$ cat src/rtl/uart_rx_if.sv
// rtl/uart_rx_if.sv - received-byte output register handshake and status pulses
`timescale 1ns/1ps
interface uart_rx_if;
  logic [7:0] data_out;
  logic       data_valid;
  logic       data_ready;
  logic       frame_err;
  logic       overrun;

  modport master (output data_out, data_valid, frame_err, overrun, input data_ready);
  modport slave  (input data_out, data_valid, frame_err, overrun, output data_ready);
endinterface

$ cat src/rtl/uart_rx.sv
// rtl/uart_rx.sv - UART receiver: 8N1 with start-glitch rejection, framing-error and overrun flags
`timescale 1ns/1ps
module uart_rx #(
  parameter int CLK_PER_BIT = 434
) (
  input  logic     clk,
  input  logic     rst,
  input  logic     rx,
  output logic     busy,
  uart_rx_if.master out_if
);

  localparam logic [15:0] H_CNT  = 16'((CLK_PER_BIT - 1) / 2);
  localparam logic [15:0] CPB_M1 = 16'(CLK_PER_BIT - 1);

  typedef enum logic [2:0] {IDLE, START, DATA, STOP, BRK} state_t;

  state_t      state_q, state_d;
  logic [15:0] clk_cnt_q, clk_cnt_d;
  logic [2:0]  bit_idx_q, bit_idx_d;
  logic [7:0]  shift_q, shift_d;
  logic        rx_meta_q, rx_meta_d;
  logic        rx_s_q, rx_s_d;
  logic [7:0]  data_out_q, data_out_d;
  logic        data_valid_q, data_valid_d;
  logic        frame_err_q, frame_err_d;
  logic        overrun_q, overrun_d;
  logic        deliver;

  always_ff @(posedge clk or posedge rst) begin
    if (rst) begin
      state_q      <= IDLE;
      clk_cnt_q    <= '0;
      bit_idx_q    <= '0;
      shift_q      <= '0;
      rx_meta_q    <= 1'b1;
      rx_s_q       <= 1'b1;
      data_out_q   <= '0;
      data_valid_q <= 1'b0;
      frame_err_q  <= 1'b0;
      overrun_q    <= 1'b0;
    end else begin
      state_q      <= state_d;
      clk_cnt_q    <= clk_cnt_d;
      bit_idx_q    <= bit_idx_d;
      shift_q      <= shift_d;
      rx_meta_q    <= rx_meta_d;
      rx_s_q       <= rx_s_d;
      data_out_q   <= data_out_d;
      data_valid_q <= data_valid_d;
      frame_err_q  <= frame_err_d;
      overrun_q    <= overrun_d;
    end
  end

  always_comb begin
    state_d      = state_q;
    clk_cnt_d    = clk_cnt_q;
    bit_idx_d    = bit_idx_q;
    shift_d      = shift_q;
    rx_meta_d    = rx;
    rx_s_d       = rx_meta_q;
    data_out_d   = data_out_q;
    data_valid_d = data_valid_q;
    frame_err_d  = 1'b0;
    overrun_d    = 1'b0;
    deliver      = 1'b0;

    case (state_q)
      IDLE: begin
        if (!rx_s_q) begin
          state_d   = START;
          clk_cnt_d = '0;
        end
      end
      START: begin
        // Re-check the line at mid start bit so short low glitches are ignored.
        if (clk_cnt_q == H_CNT) begin
          clk_cnt_d = '0;
          bit_idx_d = '0;
          state_d   = rx_s_q ? IDLE : DATA;
        end else begin
          clk_cnt_d = clk_cnt_q + 16'd1;
        end
      end
      DATA: begin
        if (clk_cnt_q == CPB_M1) begin
          shift_d[bit_idx_q] = rx_s_q;
          clk_cnt_d          = '0;
          if (bit_idx_q == 3'd7) state_d = STOP;
          else                   bit_idx_d = bit_idx_q + 3'd1;
        end else begin
          clk_cnt_d = clk_cnt_q + 16'd1;
        end
      end
      STOP: begin
        // Leaving at mid stop bit leaves half a bit to catch a back-to-back start edge.
        if (clk_cnt_q == CPB_M1) begin
          clk_cnt_d = '0;
          if (rx_s_q) begin
            deliver = 1'b1;
            state_d = IDLE;
          end else begin
            frame_err_d = 1'b1;
            state_d     = BRK;
          end
        end else begin
          clk_cnt_d = clk_cnt_q + 16'd1;
        end
      end
      BRK: begin
        if (rx_s_q) state_d = IDLE;
      end
      default: state_d = IDLE;
    endcase

    if (deliver) begin
      if (!data_valid_q || out_if.data_ready) begin
        data_out_d   = shift_q;
        data_valid_d = 1'b1;
      end else begin
        overrun_d = 1'b1;
      end
    end else if (data_valid_q && out_if.data_ready) begin
      data_valid_d = 1'b0;
    end
  end

  assign busy              = (state_q != IDLE);
  assign out_if.data_out   = data_out_q;
  assign out_if.data_valid = data_valid_q;
  assign out_if.frame_err  = frame_err_q;
  assign out_if.overrun    = overrun_q;

endmodule

$ cat src/flat_wrapper.sv
// flat-port wrapper written by rule: the top's interface ports become plain ports
module uart_rx_flat 
#(
  parameter int CLK_PER_BIT = 434
)
  (clk, rst, rx, busy, out_if_data_out, out_if_data_valid, out_if_frame_err, out_if_overrun, out_if_data_ready);
  uart_rx_if out_if_i ();
  input  logic clk;
  input  logic rst;
  input  logic rx;
  output logic busy;
  output wire logic [$bits(out_if_i.data_out)-1:0] out_if_data_out;
  output wire logic [$bits(out_if_i.data_valid)-1:0] out_if_data_valid;
  output wire logic [$bits(out_if_i.frame_err)-1:0] out_if_frame_err;
  output wire logic [$bits(out_if_i.overrun)-1:0] out_if_overrun;
  input wire logic [$bits(out_if_i.data_ready)-1:0] out_if_data_ready;
  assign out_if_data_out = out_if_i.data_out;
  assign out_if_data_valid = out_if_i.data_valid;
  assign out_if_frame_err = out_if_i.frame_err;
  assign out_if_overrun = out_if_i.overrun;
  assign out_if_i.data_ready = out_if_data_ready;
  uart_rx #(.CLK_PER_BIT(CLK_PER_BIT)) u_core (.clk(clk), .rst(rst), .rx(rx), .busy(busy), .out_if(out_if_i));
endmodule
$ cat config.mk
export PLATFORM = sky130hd
export DESIGN_NAME = uart_rx_flat
export DESIGN_NICKNAME = d
export VERILOG_FILES = /design/src/rtl/uart_rx_if.sv /design/src/rtl/uart_rx.sv /design/src/flat_wrapper.sv
export SDC_FILE = /design/constraint.sdc
export NUM_CORES = 1
export LEC_CHECK = 0
export BUFFER_PORTS_ARGS = -buffer_cell sky130_fd_sc_hd__buf_4
export CAP_MARGIN = 0
export CORE_ASPECT_RATIO = 1.75
export CORE_UTILIZATION = 54
export CTS_BUF_LIST = sky130_fd_sc_hd__clkbuf_8
export CTS_CLUSTER_DIAMETER = 120
export DETAILED_ROUTE_END_ITERATION = 8
export GPL_ROUTABILITY_DRIVEN = 0
export PLACE_DENSITY = 0.73
export SLEW_MARGIN = 20
export SYNTH_ARGS = -nofsm -noshare
export SYNTH_HDL_FRONTEND = slang
export SYNTH_SLANG_ARGS = --single-unit
$ cat constraint.sdc
create_clock -name clk -period 2.2 [get_ports clk]
set_input_delay 0.22 -clock clk [delete_from_list [all_inputs] [get_ports clk]]
set_output_delay 0.22 -clock clk [all_outputs]
set_load 0.02 [all_outputs]
### Word level (Yosys, flattened, before mapping)

Cells that the tools add are included.

| storage, ports and cells | value |
|---|---|
| flip-flop bits (word level) | 43 |

| cells by class | value |
|---|---|
| add/sub/neg operators | 2 |
| $lt $le $gt $ge | 2 |
| equal/unequal tests | 15 |
| multiplexer cells | 31 |
| reductions and logical operators | 16 |

Operators with widths:

| operator | number |
|---|---|
| $mux 16 | 3 |
| $pmux 16 s3 | 1 |
| $mux 3 | 10 |
| $add 16x1->16 const B | 1 |
| $eq 16x8->1 const B | 1 |
| $eq 16x9->1 const B | 1 |
| $pmux 3 s5 | 1 |
| $mux 1 | 12 |
| $ne 2x1->1 const B | 5 |
| $bwmux 8 | 1 |
| $reduce_and 2->1 | 4 |
| $eq 3x2->1 const B | 2 |
| $eq 3x3->1 const B | 2 |
| $ne 2x2->1 const B | 3 |
| $pmux 3 s2 | 1 |
| $reduce_and 6->1 | 1 |
| $reduce_bool 3->1 | 2 |
| $lt 3x4->1 const B | 1 |
| $reduce_and 4->1 | 1 |
| $reduce_bool 2->1 | 2 |
| $add 3x1->3 const B | 1 |
| $demux 1 s3 | 1 |
| $eq 3x1->1 const B | 1 |
| $ge 3x1->1 const B | 1 |
| 6 further kinds | 7 |

### Longest topological paths before layout

| depth | value |
|---|---|
| word-level depth | 5 |
| depth in mapped cells | 8 |

### Least setup slack after synthesis

No wires, ideal clock.

| timing path | value |
|---|---|
| path kind | reg2reg |
| start | reg u_core.clk_cnt_q[1] |
| end | reg u_core.shift_q[2] |
| library setup time | 0.125 ns |
| data arrival time | 1.658 ns |
| slack | 0.417 ns |
| stages on the path, launching flop included | 7 |
| buffers on the path | 0 |
| clock period less this slack | 1.783 ns |
| path through | dfrtp_1 > inv_1 > ha_1 > and4bb_2 > nand4_2 > nor4_1 > mux2_2 |

| between the ends | value |
|---|---|
| cells in the longest elaborated chain, start to end | 2 |

Ends and longest elaborated chain:

| what | RTL line | text |
|---|---|---|
| start, declared | uart_rx.sv:19 | `logic [15:0] clk_cnt_q, clk_cnt_d;` |
| start signal, assigned | uart_rx.sv:44 | `clk_cnt_q <= clk_cnt_d;` |
| $eq 16x9->1 | uart_rx.sv:87 | `if (clk_cnt_q == CPB_M1) begin` |
| $reduce_and 2->1 (no source line) | - |  |
| end signal, assigned | uart_rx.sv:46 | `shift_q <= shift_d;` |
| end, declared | uart_rx.sv:21 | `logic [7:0] shift_q, shift_d;` |

Every way passes these cells.
A chain may end at the register's enable or synchronous reset.

### Worst setup path after layout

Ends and elaborated chain as after synthesis.

==> reports/qor.csv <==
metric;value;unit
clkPwrFrac;36.7;%
globalRouteOverflowTotal;0;
clock-sinks;43;
fin_util;64.19;%
use_met3;3.819;%
clk_pin_slew;80;ps
cts_setup_buffers;0;
cts_tree;built;
drive_gt1_share;26.67;%
rows;30;
n_antenna_cell;0;
swShare;21.67;%
r2r_setup_slack;170;ps
grtUsageMet1;23.50;%
synth_edf_count;0;
status;completed;
initial_core_util;57.65;%
fin_crit;2029;ps
path_buf_inv;1;
cap_violations;0;
antenna_found_initial;0;
use_met2;43.30;%
grt_pass1_vias;1694;
p_int;1.020;mW
die_y;87.81;um
required;2380;ps
finClkSkew;5.841;ps
drc;0;
slowest_stage;dfrtp_1;
max_slew_margin;74.42;%
yosysWarnings;0;
cp_top_family;simple AND/OR/NAND/NOR gates;
crit_chain;inv_1 -> ha_1 -> and4bb_2 -> nand4_2 -> nor4_1 -> mux2_2;
dp_hpwl;3393;um
vias;1693;
synth_cell_types;47;
async_flop_share;100.0;%
filler_cell_count;338;
grt_max_degree;23;
end_kind;register;
die_area;0.004481;mm2
drtAntennaViolNets;0;
p_leak;1.181;nW
final_common_cell;dfrtp_1;
wl_per_cell;15.84;um
syn_avg_cell_area;10.28;um2
switching_power;282.1;uW
power_per_cell_area;514.6;mW/mm2
hold_path_class;in2reg;
power;1.302;mW
cts_max_level;2;
synth-seq-cells;43;
synth_ff_type;dfrtp_1;
numCtsBuffers;5;
grt_pass1_wl;7631;um
worst_slew_pin_slew;379.7;ps
synth_cells;221;
cp_max_fo;6;
area_delta_synth_final;11.34;%
die_x;51.04;um
top_usage_layer;met2;
syn_area;0.002272;mm2
crit_type;reg2reg;
ys_seq_area_share;47.47;%
power_frac_seq;61.0;%
fmax;492.8;MHz
mostFrequentLayoutCells;dfrtp_1 (41), nand2_1 (29), buf_4 (20);
clk_latency;290;ps
core_area;0.003941;mm2
cts_root_buf;clkbuf_8;
rsz0062_at_grt;no;
worst_path_largest_cell_delay;410;ps
nets;248;
boundaryPins;16;
postRouteWirelength;4563;um
setup_viol;0;
vdd_drop_max;0.4188;mV
grt_usage;23.26;%
synth_fp_nets;230;
dr.pass1.iters;4;
vias_per_cell;5.878;
arrival;2210;ps
hold_violations;0;
dr.first_iter.drc_count;25;
post-route-period-util;92.24;%
port_buffers;15;
start_kind;register;
tns;0;ps
cts_max_path_buffers;2;
comb_power_share;2.4;%
slew_viol_final;0;
-- power by group through the flow --
| stage | logic (mW) | registers [mW] | clock network (mW) |
|---|---|---|---|
| after CTS | 0.0322 | 0.794 | 0.498 |
| after global routing | 0.0354 | 0.794 | 0.529 |
| after floorplan | 0.0174 | 0.809 | 0 |
| after global placement | 0.0306 | 0.809 | 0 |
| final | 0.0306 | 0.794 | 0.477 |
| after detailed placement | 0.0309 | 0.809 | 0 |
-- final cells by class --
class                   instances  area, um2  area share (%)
multi-input cells             164       1131           44.71
flip-flops and latches         43       1079           42.63
repair buffers                 21      160.2           6.330
clock buffers                   5      68.82           2.720
well taps                      48      60.06           2.374
clock inverters                 3      16.27          0.6429
inverters                       4      15.01          0.5935
-- synthesized netlist by cell type (3+ instances only) --
cell	count	area share, %
inv_1	4	0.66
o22ai_1	5	1.4
nor4_1	3	0.83
xnor2_1	4	1.5
o21ai_0	9	2.0
ha_1	5	2.8
mux2_2	18	8.9
a21oi_1	9	2.0
nor2_1	16	2.6
nand4_1	5	1.4
nor3b_1	3	0.99
buf_2	5	1.1
and3_1	5	1.4
o211ai_1	3	0.99
a21oi_2	3	1.2
nor3_1	9	2.0
nand2b_1	5	1.4
clkbuf_1	4	0.66
dfrtp_1	41	45
nand2_1	29	4.8
-- final timing paths --
check                                    start                   to  cells past startpoint
min                                         rx     u_core.rx_meta_q                      1
min reg2reg                   u_core.rx_meta_q        u_core.rx_s_q                      0
max in group asynchronous                  rst        u_core.rx_s_q                      4
max reg2reg                u_core.clk_cnt_q[1]    u_core.shift_q[2]                      6
min in group asynchronous                  rst  u_core.bit_idx_q[0]                      4
max                        u_core.clk_cnt_q[1]    u_core.shift_q[2]                      6
-- worst reg2reg max path, cell delays in order, from the launching register on --
cell,delay [ps]
dfrtp_1,410
inv_1,100
ha_1,180
and4bb_2,260
nand4_2,220
nor4_1,380
mux2_2,370
-- flip-flops by register name, summed over array words and instances, names as in the netlist --
name,count
u_core.clk_cnt_q,16
u_core.out_if.data_out,8
u_core.shift_q,8
u_core.bit_idx_q,3
u_core.state_q,3
u_core.out_if.data_valid,1
u_core.out_if.frame_err,1
u_core.out_if.overrun,1
u_core.rx_meta_q,1
u_core.rx_s_q,1
-- layer usage --
metal | vias up | share of wire, %
li1 | 828 | -
met1 | 811 | 39
met2 | 37 | 54
met3 | 17 | 2.3
met4 | 0 | 4.0
met5 | - | 0
-- through the flow --
step                area (um2)  std cells  hold slack (ps)  setup slack, ps
finish                    2530        288            30.30            170.8
global placement          2435        279            276.2            166.3
floorplan                 2272        221            224.5            417.5
global route              2530        288            18.49            11.96
CTS                       2530        288            21.63            137.7
detailed placement        2435        279            291.1            152.9
-- repair_timing --
action | 4_1_cts | 5_1_grt
hold endpoints to repair | 41 | 0
gates resized for setup | 0 | 0
hold buffers | 1 | 0
-- cells by family after synthesis --
kind of cell / count (synthesis) / share of synthesized area, %
buffers and inverters: 14 / 2.753
AND/OR/NAND/NOR: 98 / 25.83
multiplexers: 18 / 8.921
AO/OA/AOI/OAI: 39 / 10.74
flip-flops: 43 / 47.47
XOR/XNOR: 4 / 1.542
adder cells (fa/ha/maj): 5 / 2.753
(Power assumes the default switching activity.)
